[src/rtl/core_pkg.sv]
// Shared types for the core sequencer: run modes, pipeline stages
// and the reset pc default.
package core_pkg;

    typedef enum logic [2:0] {
        M_IDLE = 3'd0,
        M_LOAD = 3'd1,
        M_RUN  = 3'd2,
        M_HALT = 3'd3,
        M_DONE = 3'd4
    } mode_t;

    typedef enum logic [2:0] {
        S_FETCH  = 3'd0,
        S_DECODE = 3'd1,
        S_EXEC   = 3'd2,
        S_MEM    = 3'd3,
        S_WB     = 3'd4
    } stage_t;

    localparam int unsigned N_STAGES = 5;
    localparam int unsigned N_MODES  = 5;
    localparam logic [63:0] RESET_PC_DEF = 64'h0;

endpackage

[src/rtl/core_sequencer_if.sv]
// Control bundle between the sequencer (master) and the
// datapath / boot loader side (slave).
interface core_sequencer_if
    import core_pkg::*;
#(
    parameter int PC_W   = 32,
    parameter int WAIT_W = 5
);
    logic              boot_req;
    logic              load_done;
    logic              boot_ack;
    logic [PC_W-1:0]   npc_in;
    logic [WAIT_W-1:0] wait_time;
    logic              is_mem;
    logic              io_busy;
    logic              mem_ready;
    logic              stop_in;
    logic              halt_req;
    logic              step;
    logic [PC_W-1:0]   pc;
    logic              fd_en;
    logic              de_en;
    logic              ew_en;
    logic              e_start;
    logic              mem_req;
    logic              reg_we;
    mode_t             mode;
    stage_t            stage;
    logic              timeout;

    modport master (
        input  boot_req, load_done, boot_ack,
        input  npc_in, wait_time, is_mem,
        input  io_busy, mem_ready, stop_in,
        input  halt_req, step,
        output pc, fd_en, de_en, ew_en,
        output e_start, mem_req, reg_we,
        output mode, stage, timeout
    );

    modport slave (
        output boot_req, load_done, boot_ack,
        output npc_in, wait_time, is_mem,
        output io_busy, mem_ready, stop_in,
        output halt_req, step,
        input  pc, fd_en, de_en, ew_en,
        input  e_start, mem_req, reg_we,
        input  mode, stage, timeout
    );
endinterface

[src/rtl/core_sequencer_watchdog.sv]
// Execute watchdog: counts busy cycles, flags a sticky timeout
// on the cycle the count would reach all-ones.
module seq_watchdog #(
    parameter int W = 16
) (
    input  logic clk,
    input  logic rstn,
    input  logic clr,
    input  logic en,
    output logic hit,
    output logic timeout
);
    localparam logic [W-1:0] LAST = {{(W-1){1'b1}}, 1'b0};

    logic [W-1:0] cnt;

    assign hit = en && !clr && (cnt == LAST);

    always_ff @(posedge clk or negedge rstn) begin
        if (!rstn) begin
            cnt     <= '0;
            timeout <= 1'b0;
        end else begin
            timeout <= timeout | hit;
            if (clr)
                cnt <= '0;
            else if (en)
                cnt <= cnt + 1'b1;
        end
    end
endmodule

[src/rtl/core_sequencer.sv]
// Top-level core sequencer: boot handshake, stage FSM, pc,
// stage enables, debug halt/step and execute watchdog.
module core_sequencer
    import core_pkg::*;
#(
    parameter int PC_W   = 32,
    parameter int WAIT_W = 5,
    parameter int WDOG_W = 16,
    parameter logic [PC_W-1:0] RESET_PC = PC_W'(RESET_PC_DEF)
) (
    input  logic             clk,
    input  logic             rstn,
    core_sequencer_if.master bus
);
    mode_t             mode_q, mode_d;
    stage_t            stage_q, stage_d;
    logic [PC_W-1:0]   pc_q, pc_d;
    logic [WAIT_W-1:0] lat_q, lat_d;
    logic              step_q, step_d;
    logic              est_q, est_d;
    logic              run, ex_done, mem_done;
    logic              wd_en, wd_clr, wd_hit, wd_to;

    assign run      = (mode_q == M_RUN);
    assign ex_done  = run && (stage_q == S_EXEC) &&
                      (lat_q >= bus.wait_time) && !bus.io_busy;
    assign mem_done = run && (stage_q == S_MEM) && bus.mem_ready;
    assign wd_en    = run && (stage_q == S_EXEC || stage_q == S_MEM);
    assign wd_clr   = !wd_en || ex_done || mem_done;

    seq_watchdog #(.W(WDOG_W)) u_wdog (
        .clk     (clk),
        .rstn    (rstn),
        .clr     (wd_clr),
        .en      (wd_en),
        .hit     (wd_hit),
        .timeout (wd_to)
    );

    always_ff @(posedge clk or negedge rstn) begin
        if (!rstn) begin
            mode_q  <= M_IDLE;
            stage_q <= S_FETCH;
            pc_q    <= RESET_PC;
            lat_q   <= '0;
            step_q  <= 1'b0;
            est_q   <= 1'b0;
        end else begin
            mode_q  <= mode_d;
            stage_q <= stage_d;
            pc_q    <= pc_d;
            lat_q   <= lat_d;
            step_q  <= step_d;
            est_q   <= est_d;
        end
    end

    always_comb begin
        mode_d      = mode_q;
        stage_d     = stage_q;
        pc_d        = pc_q;
        lat_d       = lat_q;
        step_d      = step_q;
        est_d       = 1'b0;
        bus.fd_en   = 1'b0;
        bus.de_en   = 1'b0;
        bus.ew_en   = 1'b0;
        bus.mem_req = 1'b0;
        bus.reg_we  = 1'b0;
        unique case (mode_q)
            M_IDLE: if (bus.boot_req) mode_d = M_LOAD;
            M_LOAD: begin
                if (bus.load_done && bus.boot_ack) begin
                    mode_d  = M_RUN;
                    stage_d = S_FETCH;
                end
            end
            M_RUN: begin
                unique case (stage_q)
                    S_FETCH: begin
                        bus.fd_en = 1'b1;
                        stage_d   = S_DECODE;
                    end
                    S_DECODE: begin
                        bus.de_en = 1'b1;
                        pc_d      = bus.npc_in;
                        est_d     = 1'b1;
                        stage_d   = S_EXEC;
                    end
                    S_EXEC: begin
                        if (lat_q < bus.wait_time)
                            lat_d = lat_q + 1'b1;
                        if (ex_done) begin
                            lat_d = '0;
                            if (bus.is_mem) begin
                                stage_d = S_MEM;
                            end else begin
                                bus.ew_en = 1'b1;
                                stage_d   = S_WB;
                            end
                        end
                    end
                    S_MEM: begin
                        bus.mem_req = 1'b1;
                        if (mem_done) begin
                            bus.ew_en = 1'b1;
                            stage_d   = S_WB;
                        end
                    end
                    S_WB: begin
                        bus.reg_we = 1'b1;
                        stage_d    = S_FETCH;
                        step_d     = 1'b0;
                        if (bus.stop_in)
                            mode_d = M_DONE;
                        else if (bus.halt_req || step_q)
                            mode_d = M_HALT;
                    end
                    default: stage_d = S_FETCH;
                endcase
            end
            M_HALT: begin
                stage_d = S_FETCH;
                // a step pulse beats a simultaneous halt_req release
                if (bus.step) begin
                    mode_d = M_RUN;
                    step_d = 1'b1;
                end else if (!bus.halt_req) begin
                    mode_d = M_RUN;
                end
            end
            M_DONE: ;
            default: mode_d = M_IDLE;
        endcase
        if (wd_hit) begin
            mode_d  = M_HALT;
            stage_d = S_FETCH;
            lat_d   = '0;
            step_d  = 1'b0;
        end
    end

    assign bus.pc      = pc_q;
    assign bus.e_start = est_q;
    assign bus.mode    = mode_q;
    assign bus.stage   = stage_q;
    assign bus.timeout = wd_to;
endmodule
[src/flat_wrapper.sv]
// flat-port wrapper written by rule: the top's interface ports become plain ports
module core_sequencer_flat import core_pkg::*;
#(
    parameter int PC_W   = 32,
    parameter int WAIT_W = 5,
    parameter int WDOG_W = 16,
    parameter logic [PC_W-1:0] RESET_PC = PC_W'(RESET_PC_DEF)
)
  (clk, rstn, bus_boot_req, bus_load_done, bus_boot_ack, bus_npc_in, bus_wait_time, bus_is_mem, bus_io_busy, bus_mem_ready, bus_stop_in, bus_halt_req, bus_step, bus_pc, bus_fd_en, bus_de_en, bus_ew_en, bus_e_start, bus_mem_req, bus_reg_we, bus_mode, bus_stage, bus_timeout);
  core_sequencer_if #(.PC_W(PC_W), .WAIT_W(WAIT_W)) bus_i ();
  input  logic clk;
  input  logic rstn;
  input wire logic [$bits(bus_i.boot_req)-1:0] bus_boot_req;
  input wire logic [$bits(bus_i.load_done)-1:0] bus_load_done;
  input wire logic [$bits(bus_i.boot_ack)-1:0] bus_boot_ack;
  input wire logic [$bits(bus_i.npc_in)-1:0] bus_npc_in;
  input wire logic [$bits(bus_i.wait_time)-1:0] bus_wait_time;
  input wire logic [$bits(bus_i.is_mem)-1:0] bus_is_mem;
  input wire logic [$bits(bus_i.io_busy)-1:0] bus_io_busy;
  input wire logic [$bits(bus_i.mem_ready)-1:0] bus_mem_ready;
  input wire logic [$bits(bus_i.stop_in)-1:0] bus_stop_in;
  input wire logic [$bits(bus_i.halt_req)-1:0] bus_halt_req;
  input wire logic [$bits(bus_i.step)-1:0] bus_step;
  output wire logic [$bits(bus_i.pc)-1:0] bus_pc;
  output wire logic [$bits(bus_i.fd_en)-1:0] bus_fd_en;
  output wire logic [$bits(bus_i.de_en)-1:0] bus_de_en;
  output wire logic [$bits(bus_i.ew_en)-1:0] bus_ew_en;
  output wire logic [$bits(bus_i.e_start)-1:0] bus_e_start;
  output wire logic [$bits(bus_i.mem_req)-1:0] bus_mem_req;
  output wire logic [$bits(bus_i.reg_we)-1:0] bus_reg_we;
  output wire logic [$bits(bus_i.mode)-1:0] bus_mode;
  output wire logic [$bits(bus_i.stage)-1:0] bus_stage;
  output wire logic [$bits(bus_i.timeout)-1:0] bus_timeout;
  assign bus_i.boot_req = bus_boot_req;
  assign bus_i.load_done = bus_load_done;
  assign bus_i.boot_ack = bus_boot_ack;
  assign bus_i.npc_in = bus_npc_in;
  assign bus_i.wait_time = bus_wait_time;
  assign bus_i.is_mem = bus_is_mem;
  assign bus_i.io_busy = bus_io_busy;
  assign bus_i.mem_ready = bus_mem_ready;
  assign bus_i.stop_in = bus_stop_in;
  assign bus_i.halt_req = bus_halt_req;
  assign bus_i.step = bus_step;
  assign bus_pc = bus_i.pc;
  assign bus_fd_en = bus_i.fd_en;
  assign bus_de_en = bus_i.de_en;
  assign bus_ew_en = bus_i.ew_en;
  assign bus_e_start = bus_i.e_start;
  assign bus_mem_req = bus_i.mem_req;
  assign bus_reg_we = bus_i.reg_we;
  assign bus_mode = bus_i.mode;
  assign bus_stage = bus_i.stage;
  assign bus_timeout = bus_i.timeout;
  core_sequencer #(.PC_W(PC_W), .WAIT_W(WAIT_W), .WDOG_W(WDOG_W), .RESET_PC(RESET_PC)) u_core (.clk(clk), .rstn(rstn), .bus(bus_i));
endmodule
[config.mk]
export PLATFORM = sky130hd
export DESIGN_NAME = core_sequencer_flat
export DESIGN_NICKNAME = d
export VERILOG_FILES = /design/src/rtl/core_pkg.sv /design/src/rtl/core_sequencer_if.sv /design/src/rtl/core_sequencer_watchdog.sv /design/src/rtl/core_sequencer.sv /design/src/flat_wrapper.sv
export SDC_FILE = /design/constraint.sdc
export NUM_CORES = 1
export LEC_CHECK = 0
export BUFFER_PORTS_ARGS = -buffer_cell sky130_fd_sc_hd__buf_2
export CORE_UTILIZATION = 51
export DETAILED_ROUTE_END_ITERATION = 8
export PLACE_DENSITY_LB_ADDON = 0.3
export REMOVE_ABC_BUFFERS = 1
export SLEW_MARGIN = 20
export SYNTH_ARGS = -nofsm -noshare
export SYNTH_HDL_FRONTEND = slang
export SYNTH_SLANG_ARGS = --single-unit
[constraint.sdc]
create_clock -name clk -period 2.25 [get_ports clk]
set_clock_uncertainty 0.1 [all_clocks]
set_input_delay 0.1125 -clock clk [delete_from_list [all_inputs] [get_ports clk]]
set_output_delay 0.1125 -clock clk [all_outputs]
set_load 0.01 [all_outputs]
==> impl.org, run 1 <==
** Min path
- Hold Crit Start :: bus_step
- The path with the worst hold slack has its endpoint at u_core.step_q.
- Hold Path Stages :: 4
- Hold WC Path Type :: input pin to register

** Drt
- After detailed routing, the average wire length per cell comes to between 10 and 15 µm.
- Using the TritonRoute via totals, the vias-per-cell ratio works out to around 5.2.
- For this block, the via count after detailed routing is ~2800.
- Once detail routing completed, the nets flagged for antenna violations numbered 0.
- For this block, the initial DRC count from the detailed router was around 160.
- For this run, design rule violations remaining after detail routing come to 0.
- Aggregate routed wire length :: roughly 7.7 mm
- Before antenna repair, the detailed router went through 4 iterations.

** Critical path
- Data on the critical path is required at its endpoint by between 2 and 2.5 ns.
- In this run the critical register-to-register path is captured at u_core.bus.mode[0].
- Crit-path leading delay family :: flip-flops
- CP max-delay cell :: sky130_fd_sc_hd__dfrtp_1
- STA classifies the critical path startpoint as a register.
- By startpoint and endpoint, the worst setup path is classified as register to primary output.
- Launch instance of the worst register-to-register path :: u_core.lat_q[1]
- Together, buffers and inverters on the worst path number 1.
- Walking the worst path, the cells encountered are ha_1 > nand4_1 > o221ai_2 > nand2_2 > o21a_1 > nor2_1 > buf_2.
- In this run the register-to-register setup slack is about 0.09 ns.
- For the worst setup path, the data arrival time is a little under 2 ns.
- Critical path peak fanout :: 4
- On the worst path, the slowest cell contributes a delay of roughly 0.43 ns.
- Reg2Reg Depth :: 7
- The worst setup path is captured at a primary output.

** Cells and area
- Final-layout fill cell count :: ~390
- Ratio of cells with drive above 1 in the final layout :: 0.2876
- After the last flow step, the layout net total stands at a little over 500.
- The area growth from synthesis to layout is 40.05%.
- Number of antenna cells inserted :: 0
- In the layout the commonest cells are 110 x sky130_fd_sc_hd__nand2_1, 92 x sky130_fd_sc_hd__buf_2, 62 x sky130_fd_sc_hd__dfrtp_1.
- After routing the design area is between 4000 and 5000 µm².
- Leaving out fill and tap cells, the most frequent cell in the layout is sky130_fd_sc_hd__nand2_1.

** Timing
- Final critical-path share of the clock period :: 0.9692
- Count of endpoints failing hold in the final timing report :: 0
- The number of max-slew violations in the final report came to 0.
- Finish-stage setup viols :: 0
- Final hold analysis gives a worst-case slack of 0.04642 ns.
- Maximum frequency from static timing analysis :: about 460 MHz
- Measured against its own limit, the worst slew margin works out to 0.5445.
- Final min period :: between 2 and 2.5 ns
- Measured slew at the worst slew-check pin :: 0.6832 ns
- Final sum of negative setup slack :: 0 ns

** CTS
- Number of H-tree levels :: 3
- Clock tree synthesis found a total of 62 sinks.
- Clock latency of the later-clocked register in the worst-skew pair :: around 0.34 ns
- Clock transition at the registers of the reported paths :: around 0.08 ns
- CTS tree :: built
- Counting the buffers created by CTS gives 9.
- Root Buffer :: sky130_fd_sc_hd__clkbuf_8
- The longest clock path from root to sink contains 2 buffers.

** Die
- Io pins :: 93
- The floorplan step defined a core boundary enclosing between 5000 and 6000 µm².
- For this configuration, the core starts out at a cell density of 0.5323.
- From left edge to right edge, the die measures around 78 µm.
- The die covers 6090 µm².
- Height of the die :: 78.04 µm
- Number of placement rows :: 27

** Yosys
- Post-Syn Area per Cell :: 9.130 µm²
- Top cell type's share of synthesized area :: 0.5261
- Count of warnings emitted by yosys :: 0
- Counting every instance in the synthesized netlist gives 323.
- Yosys attributes the largest share of cell area to sky130_fd_sc_hd__dfrtp_1 53%, sky130_fd_sc_hd__nand2_1 14%, sky130_fd_sc_hd__nor2_1 4.1%.
- Library cell with the largest summed area after synthesis :: sky130_fd_sc_hd__dfrtp_1
- In this run, synthesis produced a sequential element count of between 60 and 70.
- Proportion of synthesized chip area in sequential cells :: 0.5261
- Post-synthesis instance area :: 2949 µm²
- Distinct cells, synth :: 40

** Global routing
- First-pass GRT wire length :: 12.08 mm
- Total global routing track utilization :: 0.2582
- Global routing finished with a remaining overflow of 0.
- The via count of the first global-routing pass is about 2700.
- The initial antenna violation count was 0.
- Entering global routing, the biggest net connects 35 pins.

** Placed design
- The congestion estimate from routability-driven global placement came to 0.8311.
- Input and output buffers added on the ports amount to between 90 and 100.
- Detailed placement ended at an HPWL of 4.637 mm.
- The placed instances occupy a cell area of roughly 3500 µm².

** Power and ir drop
- Static leakage :: around 2.1 nW
- Worst supply voltage drop on vdd :: 0.0008499 V
- Total power density per cell area :: about 1200 nW/µm²

** Run
- Max-cap violations in this run came to 0.

** Run status
- The flow ran to the end, and the final reports show no timing, DRC or antenna violations.
==> logic make-up after synthesis <==
family	Yosys count	synth area share
and+or+nand+nor	185	0.2830
adders and majority gates	8	0.03394
xor gates and xnor gates	15	0.04455
DFF	62	0.5261
AOI/OAI and AO/OA	31	0.08019
buffers and inverters	22	0.03224
==> registers in the layout, summed over array words and instances (netlist names) <==
signal and cells:
u_core.u_wdog.cnt 16, u_core.bus.mode 3, u_core.u_wdog.timeout 1, u_core.step_q 1
u_core.bus.stage 3, u_core.bus.pc 32, u_core.lat_q 5, u_core.bus.e_start 1
==> timing repair <==
| item | CTS | global route |
|---|---|---|
| hold endpoints to repair | 61 | 0 |
| pin swaps | 1 | 3 |
| setup buffers | 1 | 3 |
| setup endpoints to repair | 1 | 9 |
| hold buffers | 34 | 0 |
| gates resized for setup | 1 | 6 |
==> worst reg2reg max path, cell delays in order (launching register included) <==
cell and delay (ns):
sky130_fd_sc_hd__dfrtp_1 0.43, sky130_fd_sc_hd__ha_1 0.30, sky130_fd_sc_hd__nand4_1 0.17, sky130_fd_sc_hd__o221ai_2 0.25
sky130_fd_sc_hd__buf_4 0.17, sky130_fd_sc_hd__a2111oi_4 0.07, sky130_fd_sc_hd__buf_4 0.18, sky130_fd_sc_hd__or3_1 0.37
==> metal layers <==
metal  vias to the layer above  track usage  share of wire
met5                         -            0              0
met1                      1328       0.3016           0.39
met3                        32      0.04651          0.044
li1                       1338            -              -
met4                         0       0.1556          0.039
met2                       107       0.4421           0.53
==> how the worst max path moves through the flow <==
| stage | cells after the start | start | endpoint |
|---|---|---|---|
| 6_report | 7 | u_core.lat_q[1] | bus_ew_en |
| 5_1_grt | 7 | u_core.lat_q[2] | bus_ew_en |
| 4_1_cts | 6 | u_core.bus.mode[0] | bus_de_en |
| 3_5_place_dp | 6 | u_core.lat_q[2] | u_core.bus.mode[0] |
| 3_3_place_gp | 6 | u_core.lat_q[2] | u_core.lat_q[0] |
| 2_1_floorplan | 5 | u_core.bus.mode[0] | u_core.bus.pc[0] |
==> report_power, final <==
part           switching, mW  total, mW  internal, mW
registers              0.324       1.84          1.51
clock network          0.468       1.01         0.547
logic                   1.26       2.16         0.899
==> metrics by stage <==
stage	power, mW	instances	worst slack, ns	utilization
after floorplan	2.997	313	-0.2814	-
after global placement	3.704	484	0.1857	0.6344
after detailed placement	3.779	484	0.1217	0.6344
after CTS	4.865	535	0.02572	0.7358
after global routing	5.334	538	-0.007865	0.7455
final	5.010	538	0.06931	0.7455
==> cells in the mapped netlist <==
cell type / number
sky130_fd_sc_hd__nand2_1: 111
sky130_fd_sc_hd__dfrtp_1: 62
sky130_fd_sc_hd__nor2_1: 32
sky130_fd_sc_hd__inv_1: 12
sky130_fd_sc_hd__nand3_1: 9
sky130_fd_sc_hd__ha_1: 8
sky130_fd_sc_hd__xor2_1: 8
sky130_fd_sc_hd__a21oi_1: 7
sky130_fd_sc_hd__xnor2_1: 7
sky130_fd_sc_hd__nand4_1: 6
sky130_fd_sc_hd__or3_1: 6
sky130_fd_sc_hd__clkbuf_1: 5
sky130_fd_sc_hd__nor3_1: 5
sky130_fd_sc_hd__o21ai_0: 5
sky130_fd_sc_hd__buf_2: 4
sky130_fd_sc_hd__nor2b_1: 4
sky130_fd_sc_hd__a211oi_1: 3
sky130_fd_sc_hd__a31oi_1: 3
sky130_fd_sc_hd__a21o_1: 2
sky130_fd_sc_hd__nand2b_1: 2
sky130_fd_sc_hd__o221ai_1: 2
sky130_fd_sc_hd__o2bb2ai_1: 2
sky130_fd_sc_hd__a2111oi_2: 1
sky130_fd_sc_hd__a2111oi_4: 1
sky130_fd_sc_hd__a22oi_1: 1
sky130_fd_sc_hd__a311o_1: 1
sky130_fd_sc_hd__a32oi_1: 1
sky130_fd_sc_hd__and2b_1: 1
sky130_fd_sc_hd__and4_1: 1
sky130_fd_sc_hd__and4_4: 1
sky130_fd_sc_hd__buf_6: 1
sky130_fd_sc_hd__nand2_4: 1
sky130_fd_sc_hd__nand3_4: 1
sky130_fd_sc_hd__nand3b_2: 1
sky130_fd_sc_hd__nor3_2: 1
sky130_fd_sc_hd__nor3b_1: 1
sky130_fd_sc_hd__nor4b_4: 1
sky130_fd_sc_hd__o21a_1: 1
sky130_fd_sc_hd__o21ai_2: 1
sky130_fd_sc_hd__or2_2: 1
==> layout make-up <==
cell class | count | area, µm² | area share
clock buffer | 10 | 137.6 | 0.03332
clock inverter | 6 | 70.07 | 0.01696
inverter | 12 | 45.04 | 0.01091
sequential | 62 | 1551 | 0.3756
timing repair buffer | 137 | 903.4 | 0.2187
multi-input combinational | 239 | 1333 | 0.3226
tap | 72 | 90.09 | 0.02181
No activity file was read; power rests on OpenSTA's default activity.
==> run 2, diff against run 1 <==
--- a/config.mk
+++ b/config.mk
@@ -5,8 +5,9 @@
 export SDC_FILE = /design/constraint.sdc
 export NUM_CORES = 1
 export LEC_CHECK = 0
+export ABC_AREA = 1
 export BUFFER_PORTS_ARGS = -buffer_cell sky130_fd_sc_hd__buf_2
-export CORE_UTILIZATION = 51
+export CORE_UTILIZATION = 52
 export DETAILED_ROUTE_END_ITERATION = 8
 export PLACE_DENSITY_LB_ADDON = 0.3
 export REMOVE_ABC_BUFFERS = 1
==> run 2 against run 1 <==
Effect of this change: flip-flop and latch count is the same; fmax rose by 0.42%; global-route usage up 0.39 points; combinational power is 93% lower; hold slack lost 0.011 ns; cell count increased by 13%; final area up 5.1%; worst setup slack better by 0.0092 ns; first-iteration DRC count grew 20%; power fell by 53%.
==> impl.org, run 2 <==
** Run status
- Status :: finished, final reports clean

** Drt
- The wire length reported by the detailed router came to 8.079 mm (+5.0%).
- Via total after detailed routing :: 3115 (+11%)
- The number of nets still failing antenna checks after routing was 0 (unchanged).
- DRC marker count from the first detailed-route iteration :: 193 (+20%)
- Final routed wire length divided by cell count :: 13.27 µm (-7.2%)
- The number of vias per cell after detailed routing came to 5.115 (-1.9%).
- The number of DRC violations after detailed routing is 0 (unchanged).
- The first-pass detailed-route iteration total was 5 (+1).

** Cells and area
- Final-layout fill cell count :: 405 (+4.1%)
- Ratio of cells with drive above 1 in the final layout :: 0.2921 (+0.004581)
- Number of antenna cells inserted :: 0 (unchanged)
- The number of flip-flops under the largest register name was 32 (unchanged).
- Relative to the synthesized area, the layout overhead comes to 36.90%.
- Commonest cells after routing, fill and taps aside :: 150 x sky130_fd_sc_hd__nand2_1, 92 x sky130_fd_sc_hd__buf_2, 62 x sky130_fd_sc_hd__dfrtp_1
- Count of nets after finishing :: 585 (+13%)
- Leaving out fill and tap cells, the most frequent cell in the layout is sky130_fd_sc_hd__nand2_1.

** Placed design
- Placed wire-length estimate :: 4.885 mm (+5.3%)
- Routability congestion estimate :: 0.9040 (+8.8%)
- The total of buffers placed on input and output ports is 92 (unchanged).

** CTS
- Number of H-tree levels :: 3 (unchanged)
- The register clock-pin slew on the reported worst setup and hold paths came to 0.07 ns (about the same).
- CTS Buffer Depth :: 2 (unchanged)
- The root buffer cell chosen for the clock tree is sky130_fd_sc_hd__clkbuf_8.
- Clock latency of the later-clocked register in the worst-skew pair :: 0.34 ns (about the same)
- TritonCTS built the clock tree.
- Number of CTS-inserted buffers :: 9 (unchanged)
- Number of sinks handled by clock tree synthesis :: 62 (unchanged)

** Timing
- The setup violation total in the final timing report was 0 (unchanged).
- Measured slew at the worst slew-check pin :: 0.8068 ns (+0.1236 ns)
- The share of the clock period used by the worst path after layout is 0.9651 (-0.004077).
- Number of slew-limit violations in the final report :: 0 (unchanged)
- Final min period :: 2.172 ns (-0.009173 ns)
- Max-slew headroom :: 0.4621 (-0.08239)
- Maximum frequency from static timing analysis :: 460.5 MHz (+0.42%)
- The sum of negative setup slack came to 0 ns (unchanged).
- Count of endpoints failing hold in the final timing report :: 0 (unchanged)

** Min path
- The number of cells on the worst hold path is 5 (+1).
- Hold WC Path Type :: input pin to register

** Yosys
- The number of different library cells in the post-synthesis netlist came to 34 (-15%).
- Library cell with the largest summed area after synthesis :: sky130_fd_sc_hd__dfrtp_1
- Count of flip-flops with a built-in enable after synthesis :: 0 (unchanged)
- Most used flip-flop cell after synthesis :: sky130_fd_sc_hd__dfrtp_1
- Yosys instantiated no cell more often than sky130_fd_sc_hd__nand2_1.
- The number of standard cells after synthesis is 392 (+21%).
- Ranked by total cell area, the synthesized netlist is headed by sky130_fd_sc_hd__dfrtp_1 49%, sky130_fd_sc_hd__nand2_1 18%, sky130_fd_sc_hd__inv_1 4.4%.
- Post-Syn Area per Cell :: 8.088 µm² (-11%)
- The part of the Yosys area used for sequential elements came to 0.4893 (-0.03675).
- The fraction of registers with async set or reset after synthesis came to 1.000 (unchanged).
- The post-synthesis sequential element count is 62 (unchanged).
- Top cell type's share of synthesized area :: 0.4893 (-0.03675)
- Ranking of synthesized cells by instance count :: 150 x sky130_fd_sc_hd__nand2_1, 62 x sky130_fd_sc_hd__dfrtp_1, 37 x sky130_fd_sc_hd__inv_1, 28 x sky130_fd_sc_hd__nor2_1, 21 x sky130_fd_sc_hd__nand3_1
- The number of synthesis warnings was 0 (unchanged).
- The cell area after synthesis came to 3171 µm² (+7.5%).

** Global routing
- The initial antenna violation count is 0 (unchanged).
- The via count of the first global-routing pass is 2880 (+6.5%).
- Pin count of the biggest net entering global routing :: 39 (+11%)
- The global-route wire length before repair was 12.74 mm (+5.5%).
- Total gr overflow :: 0 (unchanged)
- Total global routing track utilization :: 0.2621 (+0.003943)

** Critical path
- Count of cell instances traversed by the critical path :: 9 (+2)
- The largest driver fanout on the critical path is 3 (-1).
- Kind of start point of the critical path :: register
- Worst Setup End Kind :: primary output
- The count of buffer and inverter cells on the critical path is 3 (+2).
- The number of cells on the worst reg-to-reg path is 10 (+3).
- The arrival time at the worst endpoint is 1.96 ns (about the same).
- The data required time at the worst endpoint came to 2.04 ns (about the same).
- Crit-path leading delay family :: flip-flops
- Critical path cell sequence :: ha_4 > nand2_1 > inv_2 > nand4_1 > nand3_2 > nand2_4 > buf_4 > o31ai_2 > buf_2
- The worst stage delay on the critical path came to 0.43 ns (about the same).
- CP max-delay cell :: sky130_fd_sc_hd__dfrtp_1
- Critical path class :: register to primary output

** Die
- The die width came to 80.09 µm (+2.6%).
- Height of the die :: 80.09 µm (+2.6%)
- Io pins :: 93 (unchanged)
- The full die area is 6414 µm² (+5.3%).
- The initial standard-cell utilization of the core was 0.5387 (+0.006396).
- The total core area came to 5886 µm² (+6.2%).
- The cell row count is 28 (+3.7%).

** Power and ir drop
- The reported leakage power came to 2.138 nW (+2.6%).
- Worst supply voltage drop on vdd :: 0.0004848 V (-43%)
- Internal power component :: 1.827 mW (-38%)
- Net Switching :: 0.5257 mW (-74%)
- Power share of the combinational group :: 0.064 (-0.367)
- The sequential share of power is 0.475 (+0.108).
- The total power after layout is 2.352 mW (-53%).
- Clock group share of total power :: 0.461 (+0.258)
- The power density relative to cell area came to 542.0 nW/µm² (-55%).
- The switching share of total power came to 0.2235 (-0.1858).

** Run
- The max-cap violation count was 0 (unchanged).
## run 2: power groups by stage
stage	clock [mW]	sequential [mW]	combinational, mW
after global routing	1.15	1.12	0.165
final	1.08	1.12	0.150
after CTS	1.10	1.12	0.139
after floorplan	0	1.14	0.0185
after global placement	0	1.14	0.0904
after detailed placement	0	1.14	0.0923
## run 2: worst paths after layout
check | slack [ns] | from | to
max | 0.08 | u_core.lat_q[4] | bus_ew_en
min | 0.04 | bus_stop_in | u_core.bus.mode[2]
max reg2reg | 0.17 | u_core.lat_q[2] | u_core.u_wdog.cnt[9]
min reg2reg | 0.37 | u_core.u_wdog.timeout | u_core.u_wdog.timeout
max in group asynchronous | 1.06 | rstn | u_core.bus.stage[1]
min in group asynchronous | 0.30 | rstn | u_core.bus.pc[19]
## run 2: cell type report
cell class	count	area [µm²]	area share
Sequential cell	62	1551	0.3575
Multi-Input combinational cell	280	1454	0.3350
Timing Repair Buffer	135	865.8	0.1995
Inverter	41	153.9	0.03546
Clock buffer	9	123.9	0.02854
Clock inverter	7	97.59	0.02248
Tap cell	75	93.84	0.02162
## run 2: through the flow
step	setup slack, ns	instance area [µm²]	utilization	hold slack, ns	cells
after global placement	0.2781	3715	0.6312	0.1599	556
after detailed placement	0.1645	3715	0.6312	0.1582	556
after CTS	0.01017	4284	0.7279	0.01763	606
after global routing	-0.03134	4340	0.7375	0.07100	609
final	0.07849	4340	0.7375	0.03550	609
after floorplan	0.2359	3115	-	-0.2831	383
## run 2: logic make-up (layout without fill, tap and decap cells)
group | count (synthesis) | after routing | share of synthesized area
AO/OA/AOI/OAI | 21 | 21 | 0.04026
XOR/XNOR | 11 | 11 | 0.03039
buffers and inverters | 50 | 192 | 0.06590
AND/OR/NAND/NOR | 240 | 240 | 0.3425
flip-flops | 62 | 62 | 0.4893
adder cells (fa/ha/maj) | 8 | 8 | 0.03157
## run 2: repair_timing
action                                 CTS  global route
endpoints found under the hold margin   67             0
gates cloned                             0             0
buffers inserted                         1             3
pin swaps                                0             2
resized for setup                        2             5
hold buffers                            33             0
setup endpoints to repair                1             2
## run 2: worst min-delay path, stage by stage
cell and delay (ns):
sky130_fd_sc_hd__buf_2 0.10, sky130_fd_sc_hd__nand2_1 0.06, sky130_fd_sc_hd__nand3_1 0.07, sky130_fd_sc_hd__nand2_1 0.05, sky130_fd_sc_hd__inv_1 0.04
## run 2: metal layers
metal | routed length (µm) | vias to the layer above | GRT usage
met3 | 380 | 16 | 0.03864
met4 | 177 | 0 | 0.1304
met2 | 4177 | 124 | 0.4462
met5 | 0 | - | 0
met1 | 3344 | 1481 | 0.3246
li1 | - | 1494 | -
